==> src/rtl/core_pkg.sv <==
`default_nettype none
// ============================================================================
// Module      : core_pkg
// Description : Shared definitions for the five-stage core pipeline control:
//               hazard-controller state encoding, register-index width and
//               the hard-wired zero register index.
// Revision    : 1.0 - initial release
// ============================================================================
package core_pkg;

  localparam int unsigned REG_AW = 5;
  localparam logic [REG_AW-1:0] REG_ZERO = '0;

  typedef enum logic [1:0] {
    RUN        = 2'd0,
    LOAD_STALL = 2'd1,
    MEM_WAIT   = 2'd2
  } hz_state_t;

endpackage
`default_nettype wire

==> src/rtl/hazard_detect.sv <==
`default_nettype none
// ============================================================================
// Module      : hazard_detect
// Description : Purely combinational load-use comparator. Flags when the
//               load currently in EX writes a register that the instruction
//               in RR actually reads. Writes to the zero register never
//               create a dependency.
// Ports       : rs1_i, rs2_i     - RR source register indices
//               use_rs1_i/rs2_i  - RR instruction reads rs1 / rs2
//               rd_i             - EX destination register index
//               memread_i        - EX instruction is a load
//               load_use_o       - dependency detected
// Revision    : 1.0 - initial release
// ============================================================================
module hazard_detect
  import core_pkg::*;
(
  input  logic [REG_AW-1:0] rs1_i,
  input  logic [REG_AW-1:0] rs2_i,
  input  logic              use_rs1_i,
  input  logic              use_rs2_i,
  input  logic [REG_AW-1:0] rd_i,
  input  logic              memread_i,
  output logic              load_use_o
);

  logic w_hit_rs1;
  logic w_hit_rs2;

  assign w_hit_rs1  = use_rs1_i && (rs1_i == rd_i);
  assign w_hit_rs2  = use_rs2_i && (rs2_i == rd_i);
  assign load_use_o = memread_i && (rd_i != REG_ZERO) && (w_hit_rs1 || w_hit_rs2);

endmodule
`default_nettype wire

==> src/rtl/hazard_ctrl.sv <==
`default_nettype none
// ============================================================================
// Module      : hazard_ctrl
// Description : Central hazard controller for the IF/RR/EX/MEM/WB pipeline.
//               Resolves data-memory wait states (freeze + MEM_WB bubble),
//               redirects from EX (squash IF_RR and RR_EX) and load-use
//               hazards (hold PC and IF_RR, bubble RR_EX). Outputs are Mealy.
//               Also counts PC-stall cycles and flags a sticky memory timeout.
// Ports       : clk_i, rst_ni            - clock, async active-low reset
//               rs1_rr_i, rs2_rr_i,
//               use_rs1_i, use_rs2_i     - RR operand usage
//               rd_ex_i, memread_ex_i    - EX load destination
//               redirect_i               - taken branch/jump in EX
//               dmem_busy_i              - data memory not ready
//               *_lock_o / *_flush_o     - pipeline latch controls
//               stall_cnt_o              - cycles with pc_lock_o high
//               err_o                    - sticky memory timeout
// Revision    : 1.0 - initial release
// ============================================================================
module hazard_ctrl
  import core_pkg::*;
#(
  parameter int unsigned LOAD_STALL_CYCLES = 1,
  parameter int unsigned MEM_TIMEOUT       = 255
) (
  input  logic              clk_i,
  input  logic              rst_ni,
  input  logic [REG_AW-1:0] rs1_rr_i,
  input  logic [REG_AW-1:0] rs2_rr_i,
  input  logic              use_rs1_i,
  input  logic              use_rs2_i,
  input  logic [REG_AW-1:0] rd_ex_i,
  input  logic              memread_ex_i,
  input  logic              redirect_i,
  input  logic              dmem_busy_i,
  output logic              pc_lock_o,
  output logic              if_rr_lock_o,
  output logic              rr_ex_lock_o,
  output logic              ex_mem_lock_o,
  output logic              if_rr_flush_o,
  output logic              rr_ex_flush_o,
  output logic              mem_wb_flush_o,
  output logic [31:0]       stall_cnt_o,
  output logic              err_o
);

  localparam logic [3:0]  c_rem_init = 4'(LOAD_STALL_CYCLES - 1);
  localparam logic [15:0] c_timeout  = 16'(MEM_TIMEOUT);

  hz_state_t   r_state;
  hz_state_t   w_state_nxt;
  hz_state_t   w_eff_state;
  logic [3:0]  r_rem;
  logic [3:0]  w_rem_nxt;
  logic [15:0] r_busy_cnt;
  logic [15:0] w_busy_inc;
  logic [31:0] r_stall_cnt;
  logic        r_err;
  logic        w_load_use;

  hazard_detect u_detect (
    .rs1_i      (rs1_rr_i),
    .rs2_i      (rs2_rr_i),
    .use_rs1_i  (use_rs1_i),
    .use_rs2_i  (use_rs2_i),
    .rd_i       (rd_ex_i),
    .memread_i  (memread_ex_i),
    .load_use_o (w_load_use)
  );

  // Leaving MEM_WAIT: behave in this very cycle as the state being resumed,
  // so a frozen load stall continues without losing a cycle.
  always_comb begin
    w_eff_state = r_state;
    if (r_state == MEM_WAIT) begin
      w_eff_state = (r_rem != 4'd0) ? LOAD_STALL : RUN;
    end
  end

  // --------------------------------------------------------------------------
  // State register and counters
  // --------------------------------------------------------------------------
  assign w_busy_inc = (r_busy_cnt == 16'hFFFF) ? r_busy_cnt : r_busy_cnt + 16'd1;

  always_ff @(posedge clk_i or negedge rst_ni) begin
    if (!rst_ni) begin
      r_state     <= RUN;
      r_rem       <= 4'd0;
      r_busy_cnt  <= 16'd0;
      r_stall_cnt <= 32'd0;
      r_err       <= 1'b0;
    end else begin
      r_state <= w_state_nxt;
      r_rem   <= w_rem_nxt;
      if (dmem_busy_i) begin
        r_busy_cnt <= w_busy_inc;
        // Raised on the edge that completes the MEM_TIMEOUT-th busy cycle.
        if (w_busy_inc >= c_timeout) begin
          r_err <= 1'b1;
        end
      end else begin
        r_busy_cnt <= 16'd0;
      end
      if (pc_lock_o) begin
        r_stall_cnt <= r_stall_cnt + 32'd1;
      end
    end
  end

  // --------------------------------------------------------------------------
  // Next-state logic
  // --------------------------------------------------------------------------
  always_comb begin
    w_state_nxt = w_eff_state;
    w_rem_nxt   = r_rem;
    if (dmem_busy_i) begin
      // Remaining stall count is frozen across the wait.
      w_state_nxt = MEM_WAIT;
    end else begin
      case (w_eff_state)
        RUN: begin
          if (redirect_i) begin
            w_state_nxt = RUN;
          end else if (w_load_use) begin
            w_rem_nxt   = c_rem_init;
            w_state_nxt = (c_rem_init != 4'd0) ? LOAD_STALL : RUN;
          end else begin
            w_state_nxt = RUN;
          end
        end
        LOAD_STALL: begin
          if (redirect_i) begin
            w_state_nxt = RUN;
            w_rem_nxt   = 4'd0;
          end else begin
            w_rem_nxt   = r_rem - 4'd1;
            w_state_nxt = (r_rem == 4'd1) ? RUN : LOAD_STALL;
          end
        end
        default: begin
          w_state_nxt = RUN;
          w_rem_nxt   = 4'd0;
        end
      endcase
    end
  end

  // --------------------------------------------------------------------------
  // Output decode (Mealy). Forced low while reset is held so the latches see
  // no stale control even if inputs are active.
  // --------------------------------------------------------------------------
  always_comb begin
    pc_lock_o      = 1'b0;
    if_rr_lock_o   = 1'b0;
    rr_ex_lock_o   = 1'b0;
    ex_mem_lock_o  = 1'b0;
    if_rr_flush_o  = 1'b0;
    rr_ex_flush_o  = 1'b0;
    mem_wb_flush_o = 1'b0;
    if (rst_ni) begin
      if (dmem_busy_i) begin
        pc_lock_o      = 1'b1;
        if_rr_lock_o   = 1'b1;
        rr_ex_lock_o   = 1'b1;
        ex_mem_lock_o  = 1'b1;
        mem_wb_flush_o = 1'b1;
      end else if (redirect_i) begin
        // Wrong-path RR instruction: squash rather than stall, even in
        // LOAD_STALL.
        if_rr_flush_o = 1'b1;
        rr_ex_flush_o = 1'b1;
      end else if ((w_eff_state == LOAD_STALL) ||
                   ((w_eff_state == RUN) && w_load_use)) begin
        pc_lock_o     = 1'b1;
        if_rr_lock_o  = 1'b1;
        rr_ex_flush_o = 1'b1;
      end
    end
  end

  assign stall_cnt_o = r_stall_cnt;
  assign err_o       = r_err;

endmodule
`default_nettype wire

==> config.mk <==
export PLATFORM = sky130hd
export DESIGN_NAME = hazard_ctrl
export DESIGN_NICKNAME = d
export VERILOG_FILES = /design/src/rtl/core_pkg.sv /design/src/rtl/hazard_detect.sv /design/src/rtl/hazard_ctrl.sv
export SDC_FILE = /design/constraint.sdc
export NUM_CORES = 1
export LEC_CHECK = 0
export BUFFER_PORTS_ARGS = -buffer_cell sky130_fd_sc_hd__buf_2
export CORE_MARGIN = 1
export CORE_UTILIZATION = 45
export DETAILED_ROUTE_END_ITERATION = 12
export GPL_ROUTABILITY_DRIVEN = 0
export PLACE_DENSITY_LB_ADDON = 0.3
export SYNTH_ARGS = -nofsm -noshare
export SYNTH_HDL_FRONTEND = slang
export SYNTH_HIERARCHICAL = 1
export SYNTH_SLANG_ARGS = --single-unit
==> constraint.sdc <==
create_clock -name clk_i -period 2 [get_ports clk_i]
set_input_delay 0.1 -clock clk_i [delete_from_list [all_inputs] [get_ports clk_i]]
set_output_delay 0.1 -clock clk_i [all_outputs]
set_load 0.02 [all_outputs]
### Word-level counts from Yosys, hierarchy flattened

Cells that the tools add are included.

| storage, ports and cells | value |
|---|---|
| flip-flop bits (word level) | 55 |
| input port bits | 22 |
| output and inout bits | 40 |
| logic and storage cells | 54 |

| operators by class | value |
|---|---|
| add/subtract/negate cells | 3 |
| $lt $le $gt $ge | 1 |
| equal/unequal tests | 8 |
| multiplexer cells | 24 |
| bitwise logic cells | 1 |
| reductions and logical operators | 12 |

Operator list:

| kind | number |
|---|---|
| $add A32 B1 Y32 const B | 1 |
| $mux W16 | 2 |
| $add A16 B1 Y16 const B | 1 |
| $eq A16 B16 Y1 const B | 1 |
| $ge A16 B8 Y1 const B | 1 |
| $mux W1 | 16 |
| $mux W4 | 3 |
| $eq A5 B5 Y1 | 2 |
| $pmux W4 S2 | 1 |
| $logic_and A1 B1 Y1 | 5 |
| $reduce_bool A5 Y1 | 1 |
| $eq A4 B1 Y1 const B | 1 |
| $mux W2 | 2 |
| $ne A2 B2 Y1 const B | 2 |
| $reduce_bool A4 Y1 | 1 |
| $sub A4 B1 Y4 const B | 1 |
| $reduce_and A3 Y1 | 1 |
| $eq A2 B1 Y1 const B | 1 |
| $eq A2 B2 Y1 const B | 1 |
| $logic_not A2 Y1 | 1 |
| $logic_or A1 B1 Y1 | 2 |
| $reduce_and A2 Y1 | 1 |
| $not A1 Y1 | 1 |

### Depth between registers and ports, before layout

Gate-level depths: netlist of run 1.

| depth | value |
|---|---|
| word-level depth | 10 |
| depth in mapped cells | 9 |
| gate-level depth less buffers | 8 |

### Modules after synthesis

Netlist of run 1, hierarchy kept.

By module, submodules not included:

| module | instances | cells an instance | area each (um2) | seq. area each (um2) |
|---|---|---|---|---|
| hazard_ctrl | 1 | 302 | 2,984.1 | 1,376.3 |
| hazard_detect | 1 | 17 | 133.9 | 0.0 |

### Worst setup path after synthesis of run 1

No wires, ideal clock.

| timing | value |
|---|---|
| path type | reg-to-reg |
| from | register r_rem[0] |
| to | register r_stall_cnt[28], in the netlist stall_cnt_o[28] |
| library setup time | 0.132 ns |
| arrival time | 2.037 ns |
| data required time | 1.868 ns |
| slack | -0.169 ns |
| stages on the path, launching flop included | 9 |
| path buffers | 1 |
| clock period less this slack | 2.169 ns |
| cell sequence | dfrtp_1 -> inv_1 -> ha_1 -> or3b_4 -> a2111oi_4 -> or4_1 -> buf_2 -> nor3_1 -> xor2_1 |

| between the ends | value |
|---|---|
| word-level cells in the longest chain between the ends | 10 |
| elaborated cells between the ends (all ways) | 11 |
| those cells by class | eq/ne: 1; mux: 6; reduce/logical: 4 |

RTL lines:

| element | line | source |
|---|---|---|
| from (decl) | hazard_ctrl.sv:53 | `logic [3:0] r_rem;` |
| from (signal assigned) | hazard_ctrl.sv:94 | `r_rem <= w_rem_nxt;` |
| $reduce_bool A4 Y1 (*) | hazard_ctrl.sv:76 | `w_eff_state = (r_rem != 4'd0) ? LOAD_STALL : RUN;` |
| $mux W1 (*) | hazard_ctrl.sv:76 |  |
| $mux W2 (*) | hazard_ctrl.sv:75 | `if (r_state == MEM_WAIT) begin` |
| $logic_not A2 Y1 | hazard_ctrl.sv:173 | `((w_eff_state == RUN) && w_load_use)) begin` |
| $logic_and A1 B1 Y1 | hazard_ctrl.sv:173 |  |
| $logic_or A1 B1 Y1 (*) | hazard_ctrl.sv:172 | `end else if ((w_eff_state == LOAD_STALL) \|\|` |
| $mux W1 (*) | hazard_ctrl.sv:172 |  |
| $mux W1 (*) | hazard_ctrl.sv:167 | `end else if (redirect_i) begin` |
| $mux W1 (*) | hazard_ctrl.sv:161 | `if (dmem_busy_i) begin` |
| $mux W1 (*) | hazard_ctrl.sv:160 | `if (rst_ni) begin` |
| to (signal assigned) | hazard_ctrl.sv:105 | `r_stall_cnt <= r_stall_cnt + 32'd1;` |
| to (decl) | hazard_ctrl.sv:57 | `logic [31:0] r_stall_cnt;` |

Mark *: on every way between the ends. The rest lies on a longest branch, timed or not.
A chain may end at the register's enable or synchronous reset.

### Worst setup path after layout of run 1

| timing | value |
|---|---|
| from | register r_rem[1] |
| to | output port if_rr_lock_o |

| between the ends | value |
|---|---|
| word-level cells in the longest chain between the ends | 10 |
| elaborated cells between the ends (all ways) | 11 |
| those cells by class | eq/ne: 1; mux: 6; reduce/logical: 4 |

RTL lines:

| element | line | source |
|---|---|---|
| $reduce_bool A4 Y1 (*) | hazard_ctrl.sv:76 |  |
| $mux W1 (*) | hazard_ctrl.sv:76 |  |
| $mux W2 (*) | hazard_ctrl.sv:75 |  |
| $logic_not A2 Y1 | hazard_ctrl.sv:173 |  |
| $logic_and A1 B1 Y1 | hazard_ctrl.sv:173 |  |
| $logic_or A1 B1 Y1 (*) | hazard_ctrl.sv:172 |  |
| $mux W1 (*) | hazard_ctrl.sv:172 |  |
| $mux W1 (*) | hazard_ctrl.sv:167 |  |
| $mux W1 (*) | hazard_ctrl.sv:161 |  |
| $mux W1 (*) | hazard_ctrl.sv:160 |  |
| to (decl) | hazard_ctrl.sv:37 | `output logic if_rr_lock_o,` |

Marks and branches as above.

==> results of run 1 <==
## power by group
part / total [mW] / leakage, nW / switching [mW] / internal, mW
clock: 0.676 / 0.0467 / 0.415 / 0.261
combinational: 1.05 / 1.27 / 0.510 / 0.541
sequential: 1.28 / 0.748 / 0.0785 / 1.20
total: 3.01 / 2.06 / 1.00 / 2.00
## per-stage QoR
step / cell area (um^2) / worst slack, ns
floorplan: 3140 / -0.0296
global placement: 3770 / -0.339
detailed placement: 3770 / -0.400
CTS: 3990 / -0.337
global route: 4130 / -0.323
finish: 4130 / -0.272
## state kept, by name, indices dropped and copies added (netlist names)
register and flops:
r_rem 4, err_o 1, stall_cnt_o 32, r_busy_cnt 16, r_state 2
## final cells by class
class,instances,area (um^2),area share
clock buffers,5,68.8,0.0167
clock inverters,3,27.5,0.00667
inverters,10,37.5,0.00909
multi-input cells,238,1800,0.436
flip-flops and latches,55,1380,0.333
well taps,77,96.3,0.0233
repair buffers,112,719,0.174
## cell usage after synthesis, types with 4 or more instances
cell type and number:
xor2_1 26, nand2_1 24, nand2b_1 4, ha_1 4, mux2_2 4, or4_1 5
nor2_1 18, buf_2 4, nand3_1 23, xnor2_1 23, nor3_1 11, nor4_1 5
and2_1 5, dfrtp_1 55, a21oi_1 10, o21ai_0 4, inv_1 10, clkbuf_1 9
nand4_1 18, and3_1 13, a31oi_1 6
## kinds of logic after synthesis
group,Yosys count,share of synthesized area
AO/OA/AOI/OAI,38,0.0859
XOR/XNOR,49,0.138
adder cells (fa/ha/maj),4,0.0161
multiplexers,6,0.0209
buffers and inverters,26,0.0365
flip-flops,55,0.441
AND/OR/NAND/NOR,141,0.262
## worst max-delay path, stage by stage (launching register included)
cell and delay, ns:
dfrtp_1 0.40, inv_2 0.09, ha_4 0.13, or3b_4 0.40, a2111oi_4 0.34, buf_4 0.18, nor3b_4 0.04, buf_6 0.14
buf_6 0.12
## metal layers
| metal | global-route usage | part of all wire | up-vias |
|---|---|---|---|
| met3 | 0.0389 | 0.043 | 14 |
| met2 | 0.375 | 0.50 | 79 |
| met4 | 0.0740 | 0.020 | 0 |
| met1 | 0.267 | 0.44 | 1340 |
| li1 | - | - | 1359 |
| met5 | 0 | 0 | - |
## path summary, 6_finish.rpt
kind	slack, ns	endpoint	cells after the start	startpoint
max in group asynchronous	1.55	r_rem[1]	2	rst_ni
setup reg to reg	-0.26	stall_cnt_o[14]	9	r_rem[1]
hold reg to reg	0.48	stall_cnt_o[31]	1	stall_cnt_o[31]
setup / recovery	-0.27	if_rr_lock_o	8	r_rem[1]
hold / removal	0.003	stall_cnt_o[17]	2	rst_ni
min in group clk_i	0.29	r_state[0]	4	redirect_i
## repair_timing
| item | CTS | global route |
|---|---|---|
| gates cloned | 1 | 0 |
| buffers inserted | 3 | 4 |
| endpoints found under the hold margin | 4 | 0 |
| resized for setup | 18 | 26 |
| pin swaps | 10 | 10 |
| hold buffers | 2 | 0 |
| endpoints found under the setup margin | 30 | 37 |
==> flow_metrics.env, run 1 <==
export IMPL_grt_overflow_total=0
export IMPL_violations="setup timing"
export IMPL_hold_violations=0
export IMPL_syn_avg_cell_area_um2=9.77
export IMPL_core_um2=6530
export IMPL_fp_dieH_um=85.2
export IMPL_cp_required_ns=1.90
export IMPL_grt_pass1_wl_um=12400
export IMPL_dpl_cell_count=483
export IMPL_cts_htree_levels=2
export IMPL_vdd_drop_max_uv=317
export IMPL_start_util=0.477
export IMPL_tightest_slew_ns=0.699
export IMPL_clk_pin_slew_ns=0.10
export IMPL_cp_max_fo=2
export IMPL_grt_pass1_vias=2684
export IMPL_grtUsageTotal=0.215
export IMPL_finalClockSkew_ns=0.00970
export IMPL_port_buffers=61
export IMPL_layout_commonest_cell="buf_2"
export IMPL_fin_total_pwr_mw=3.01
export IMPL_clock_latency_ns=0.33
export IMPL_endpoint_kind="output port"
export IMPL_p_leak_nw=2.06
export IMPL_synth_area_leaders="dfrtp_1, xor2_1, xnor2_1, nand3_1, nand4_1"
export IMPL_final_max_slew_violation_count=0
export IMPL_ant_nets=0
export IMPL_async_flop_share=1.00
export IMPL_final_cell_mix="buf_2, dfrtp_1, buf_4"
export IMPL_cts_sinks=55
export IMPL_finalSetupViolations=35
export IMPL_nets=448
export IMPL_area_delta_synth_final_pct=32.4
export IMPL_seq_area_frac_synth=0.441
export IMPL_viasPerCell=5.58
export IMPL_die_area_um2=7270
export IMPL_syn_inst=319
export IMPL_yosysTopAreaCellShare=0.441
export IMPL_rows=29
export IMPL_yosysWarnings=6
export IMPL_dr_pass1_iters=4
export IMPL_worstHoldPathType="input pin to async pin"
export IMPL_final_layout_size_suffix_gt1_frac=0.376
export IMPL_hpwl_um=5460
export IMPL_relSlewSlack=0.530
export IMPL_instances_no_fill=500
export IMPL_outcome="finished, violations left"
export IMPL_drc_errors=0
export IMPL_ys_ff_latch=55
export IMPL_period_needed_ns=2.27
export IMPL_holdWs_ns=0.00251
export IMPL_synth_area_um2=3120
export IMPL_clock_fmax_ghz=0.440
export IMPL_fill_cells=530
export IMPL_cts_path_max_buffers=2
export IMPL_cts_root_buf="clkbuf_8"
export IMPL_synth_largest_area_cell="dfrtp_1"
export IMPL_antenna_found_initial=0
export IMPL_cts_tree="built"
export IMPL_numCtsBuffers=5
export IMPL_die_w_um=85.2
export IMPL_wl_um=7660
export IMPL_worstSetupStartpointType="register"
export IMPL_fin_util=0.632
export IMPL_finalCritPeriodShare=1.14
export IMPL_synth_edff_count=0
export IMPL_synth_ff_type="dfrtp_1"
export IMPL_grt_max_degree=56
export IMPL_crit_type="register to output port"
export IMPL_vias=2792
export IMPL_cp_arrival_ns=2.17
export IMPL_antenna_cells=0
export IMPL_ys_types=45
export IMPL_layout_setup_ws_ns=-0.272
export IMPL_setup_tns_final_ns=-5.08
export IMPL_drt_initial_drc_count=133
export IMPL_ios=62
export IMPL_rsz0062_at_grt="yes"
export IMPL_cap_violations=0
export IMPL_syn_nets=345
export IMPL_wl_per_cell_um=15.3
export IMPL_powerDensity_nw_per_um2=729
Note: power is estimated with default switching activity, not from simulation.
==> inputs of run 2 (changes only) <==
- clock period: 2 -> 1.86 ns (I/O delays scaled with it)
==> flow_metrics.env, run 2 (same netlist as run 1, synthesis figures left out) <==
export IMPL_outcome="finished, violations left"
export IMPL_violations="setup timing"
export IMPL_rows=29
export IMPL_ios=62
export IMPL_finalSetupViolations=40
export IMPL_cap_violations=0
export IMPL_wl_per_cell_um=15.8
export IMPL_wl_met1_um=3530
export IMPL_antenna_found_initial=0
export IMPL_multiInputGateArea_um2=1860
export IMPL_grt_pass1_vias=2768
export IMPL_powerDensity_nw_per_um2=771
export IMPL_power_frac_comb=0.387
export IMPL_clock_latency_ns=0.31
export IMPL_clock_fmax_ghz=0.454
export IMPL_cts_sinks=55
export IMPL_finalClockSkew_ns=0.00529
export IMPL_cp_max_fo=7
export IMPL_vias=2961
export IMPL_clk_pin_slew_ns=0.10
export IMPL_cp_arrival_ns=2.40
export IMPL_finalCritPeriodShare=1.18
export IMPL_cts_tree="built"
export IMPL_routed_wl_met3_um=343
export IMPL_layout_setup_ws_ns=-0.341
export IMPL_relSlewSlack=0.528
export IMPL_swShare=0.331
export IMPL_tightest_slew_ns=0.705
export IMPL_nets=472
export IMPL_p_int_mw=2.27
export IMPL_period_needed_ns=2.20
export IMPL_p_switching_mw=1.12
export IMPL_crit_type="register to register"
export IMPL_layout_commonest_cell="buf_4"
export IMPL_numCtsBuffers=5
export IMPL_start_util=0.477
export IMPL_vdd_drop_max_uv=459
export IMPL_slowest_stage="dfrtp_1"
export IMPL_viasPerCell=5.65
export IMPL_holdWs_ns=0.0444
export IMPL_die_w_um=85.2
export IMPL_fin_total_pwr_mw=3.39
export IMPL_largest_reg_flops=32
export IMPL_final_cell_mix="buf_4, buf_2, dfrtp_1"
export IMPL_fill_cells=508
export IMPL_p_leak_nw=2.21
export IMPL_ant_nets=0
export IMPL_ff_latch_area_um2=1380
export IMPL_wl_um=8290
export IMPL_hpwl_um=5450
export IMPL_path_cells="inv_2 -> ha_4 -> or3b_4 -> a2111oi_4 -> buf_4 -> buf_6 -> nor4_4 -> and3_1 -> xor2_1"
export IMPL_regToRegSetupSlack_ns=-0.34
export IMPL_endpoint_kind="register"
export IMPL_worstSetupStartpointType="register"
export IMPL_wl_met2_um=4140
export IMPL_area_delta_synth_final_pct=41.0
export IMPL_grt_max_degree=35
export IMPL_die_area_um2=7270
export IMPL_setup_tns_final_ns=-8.70
export IMPL_grt_pass1_wl_um=13200
export IMPL_rsz0062_at_grt="yes"
export IMPL_final_layout_size_suffix_gt1_frac=0.418
export IMPL_worstReg2RegStart="r_rem[0]"
export IMPL_top_layer="met4"
export IMPL_drc_errors=0
export IMPL_hold_violations=0
export IMPL_worst_path_buf_inv=3
export IMPL_grtUsageTotal=0.228
export IMPL_cp_top_family="simple AND/OR/NAND/NOR gates"
export IMPL_power_frac_clock=0.211
export IMPL_final_max_slew_violation_count=0
export IMPL_worstHoldPathType="input pin to async pin"
export IMPL_port_buffers=61
export IMPL_cts_root_buf="clkbuf_8"
export IMPL_r2r_end="stall_cnt_o[10]"
export IMPL_seqPwrFrac=0.402
export IMPL_antenna_cells=0
export IMPL_max_stage_delay_ns=0.41
export IMPL_core_um2=6530
export IMPL_grt_overflow_total=0
export IMPL_drt_initial_drc_count=123
export IMPL_reg2reg_depth=9
export IMPL_fp_dieH_um=85.2
export IMPL_cts_htree_levels=2
export IMPL_dr_pass1_iters=4
export IMPL_cts_path_max_buffers=2
export IMPL_cp_required_ns=2.06
-- run 2: cell types whose count changed in the layout (fill, tap and decap cells not counted), sizes merged --
| cell | delta |
|---|---|
| inv | -2 |
| dlygate4sd3 | -1 |
| clkinv | +1 |
| buf | +23 |
| nor4 | +1 |
| dlymetal6s4s | +1 |
| clkbuf | +1 |
-- run 2: what timing repair did --
item                       in CTS  in global routing
pin swaps                      29                 12
hold buffers                    1                  1
resized for setup              37                 23
buffers inserted                8                 10
setup endpoints to repair      40                 45
hold endpoints to repair       24                  2
cloned                          0                  1
-- run 2: worst max-delay path by stage --
stage / start / to / slack, ns / depth (start not counted)
after floorplan: r_rem[0] / stall_cnt_o[1] / -0.17 / 6
after global placement: rd_ex_i[0] / stall_cnt_o[29] / -0.58 / 9
after detailed placement: rd_ex_i[3] / stall_cnt_o[21] / -0.64 / 9
after CTS: r_rem[0] / if_rr_lock_o / -0.41 / 7
after global routing: r_rem[1] / if_rr_lock_o / -0.43 / 7
final: r_rem[0] / stall_cnt_o[10] / -0.34 / 9
-- run 2: tightest hold or removal path: stages --
cell	delay, ns
buf_2	0.13
dlymetal6s4s_1	0.27
buf_8	0.23
-- run 2: per-stage QoR --
step	instance area (um^2)	util	cells	setup slack (ns)
floorplan	3140	-	319	-0.170
global placement	3870	0.593	496	-0.579
detailed placement	3870	0.593	496	-0.640
CTS	4200	0.643	512	-0.409
global route	4400	0.673	524	-0.432
finish	4400	0.673	524	-0.341
-- run 2: routing by layer --
| layer | vias up | global-route usage |
|---|---|---|
| met2 | 97 | 0.382 |
| met3 | 23 | 0.0311 |
| li1 | 1410 | - |
| met1 | 1431 | 0.296 |
| met4 | 0 | 0.0971 |
| met5 | - | 0 |
-- run 2: power by group through the flow --
stage	clock network, mW	logic (mW)	registers, mW
after floorplan	0	0.438	1.50
after global placement	0	0.960	1.38
after detailed placement	0	0.978	1.38
after CTS	0.740	1.22	1.36
after global routing	0.784	1.42	1.38
final	0.714	1.31	1.36
-- run 2: cell type report --
type                    instances  share of cell area
flip-flops and latches         55               0.314
multi-input cells             239               0.423
clock inverters                 2             0.00370
inverters                      10             0.00854
clock buffers                   6              0.0188
well taps                      77              0.0219
repair buffers                135               0.211
==> inputs of run 3 (changes only) <==
- HOLD_SLACK_MARGIN: not set -> 0.08
==> flow_metrics.env, run 3 (same netlist as run 1, synthesis figures left out) <==
export IMPL_fin_total_pwr_mw=3.40
export IMPL_port_buffers=61
export IMPL_clock_fmax_ghz=0.453
export IMPL_outcome="finished, violations left"
export IMPL_pre_cts_slack_ns=-0.640
export IMPL_viasPerCell=5.67
export IMPL_cp_max_fo=7
export IMPL_layout_commonest_cell="buf_4"
export IMPL_top_layer="met4"
export IMPL_cts_path_max_buffers=2
export IMPL_stdcell_area_um2=4410
export IMPL_powerDensity_nw_per_um2=771
export IMPL_wl_met2_um=4130
export IMPL_cts_tree="built"
export IMPL_slowest_stage="dfrtp_1"
export IMPL_cp_top_family="simple AND/OR/NAND/NOR gates"
export IMPL_grtUsageTotal=0.228
export IMPL_die_area_um2=7270
export IMPL_violations="setup timing"
export IMPL_cp_arrival_ns=2.41
export IMPL_dr_pass1_iters=4
export IMPL_nets=473
export IMPL_finalCritPeriodShare=1.19
export IMPL_path_cells="inv_2 -> ha_4 -> or3b_4 -> a2111oi_4 -> buf_4 -> buf_6 -> nor4_4 -> and3_1 -> xor2_1"
export IMPL_grt_pass1_wl_um=13200
export IMPL_endpoint_kind="register"
export IMPL_clk_pin_slew_ns=0.10
export IMPL_layout_setup_ws_ns=-0.350
export IMPL_wl_met1_um=3540
export IMPL_final_cell_mix="buf_4, buf_2, dfrtp_1"
export IMPL_antenna_cells=0
export IMPL_place_area_um2=3870
export IMPL_p_leak_nw=2.21
export IMPL_antenna_found_initial=0
export IMPL_cts_root_buf="clkbuf_8"
export IMPL_fill_cells=507
export IMPL_drc_errors=0
export IMPL_hpwl_um=5450
export IMPL_cap_violations=0
export IMPL_tightest_slew_ns=0.965
export IMPL_finalClockSkew_ns=0.00503
export IMPL_worst_path_buf_inv=3
export IMPL_grt_pass1_vias=2768
export IMPL_worstHoldPathType="input pin to async pin"
export IMPL_ant_nets=0
export IMPL_grt_max_degree=35
export IMPL_crit_type="register to register"
export IMPL_area_delta_synth_final_pct=41.3
export IMPL_max_stage_delay_ns=0.41
export IMPL_rsz0062_at_grt="yes"
export IMPL_relSlewSlack=0.354
export IMPL_finalSetupViolations=40
export IMPL_vias=2978
export IMPL_drt_initial_drc_count=127
export IMPL_rows=29
export IMPL_cts_sinks=55
export IMPL_die_w_um=85.2
export IMPL_ios=62
export IMPL_cp_required_ns=2.06
export IMPL_start_util=0.477
export IMPL_worstSetupStartpointType="register"
export IMPL_core_um2=6530
export IMPL_wl_per_cell_um=15.8
export IMPL_hold_violations=0
export IMPL_fp_dieH_um=85.2
export IMPL_wl_um=8280
export IMPL_period_needed_ns=2.21
export IMPL_cts_htree_levels=2
export IMPL_final_max_slew_violation_count=0
export IMPL_largest_reg_flops=32
export IMPL_vdd_drop_max_uv=461
export IMPL_grt_overflow_total=0
export IMPL_clock_latency_ns=0.31
export IMPL_fin_util=0.675
export IMPL_numCtsBuffers=5
export IMPL_routed_wl_met3_um=322
export IMPL_final_layout_size_suffix_gt1_frac=0.417
run 3: power by group:
| group | total [mW] | leakage [nW] | switching (mW) | internal (mW) |
|---|---|---|---|---|
| Sequential | 1.36 | 0.744 | 0.0713 | 1.29 |
| Clock | 0.720 | 0.0474 | 0.415 | 0.305 |
| Combinational | 1.31 | 1.42 | 0.643 | 0.671 |
| Total | 3.40 | 2.21 | 1.13 | 2.27 |
run 3: cell type report:
type	instances	area [um^2]	area share
clock buffer	6	82.6	0.0187
clock inverter	2	16.3	0.00369
inverter	10	37.5	0.00852
multi-input combinational	239	1860	0.422
sequential	55	1380	0.313
tap	77	96.3	0.0219
timing repair buffer	136	936	0.212
run 3: final timing paths:
kind,start,to,slack (ns),depth (start not counted)
worst max-delay path,r_rem[0],stall_cnt_o[10],-0.35,9
worst min-delay path,rst_ni,stall_cnt_o[8],0.13,4
worst max register to register,r_rem[0],stall_cnt_o[10],-0.35,9
worst min register to register,stall_cnt_o[31],stall_cnt_o[31],0.49,1
max in group asynchronous,rst_ni,stall_cnt_o[17],0.36,4
min in group clk_i,dmem_busy_i,r_state[1],0.19,2
run 3: per-stage QoR:
step	std cells	TNS, ns	hold slack, ns
after detailed placement	496	-14.11	-0.0748
after floorplan	319	-3.21	-0.203
after CTS	512	-10.07	0.162
final	525	-8.96	0.134
after global placement	496	-12.74	-0.0777
after global routing	525	-12.67	0.167
run 3: routing by layer:
metal,vias to the layer above,GRT usage
met5,-,0
met4,0,0.0971
met3,25,0.0311
met2,97,0.382
met1,1445,0.296
li1,1411,-
run 3: tightest hold or removal path, delay by kind of cell:
family / cells / cell delay, ns
buffers and inverters: 4 / 0.72
run 3: what timing repair did:
item	4_1_cts	5_1_grt
hold endpoints to repair	24	2
gates cloned	0	1
setup buffers	8	10
gates resized for setup	37	23
setup endpoints to repair	40	45
hold buffers	1	2
pin swaps	29	12
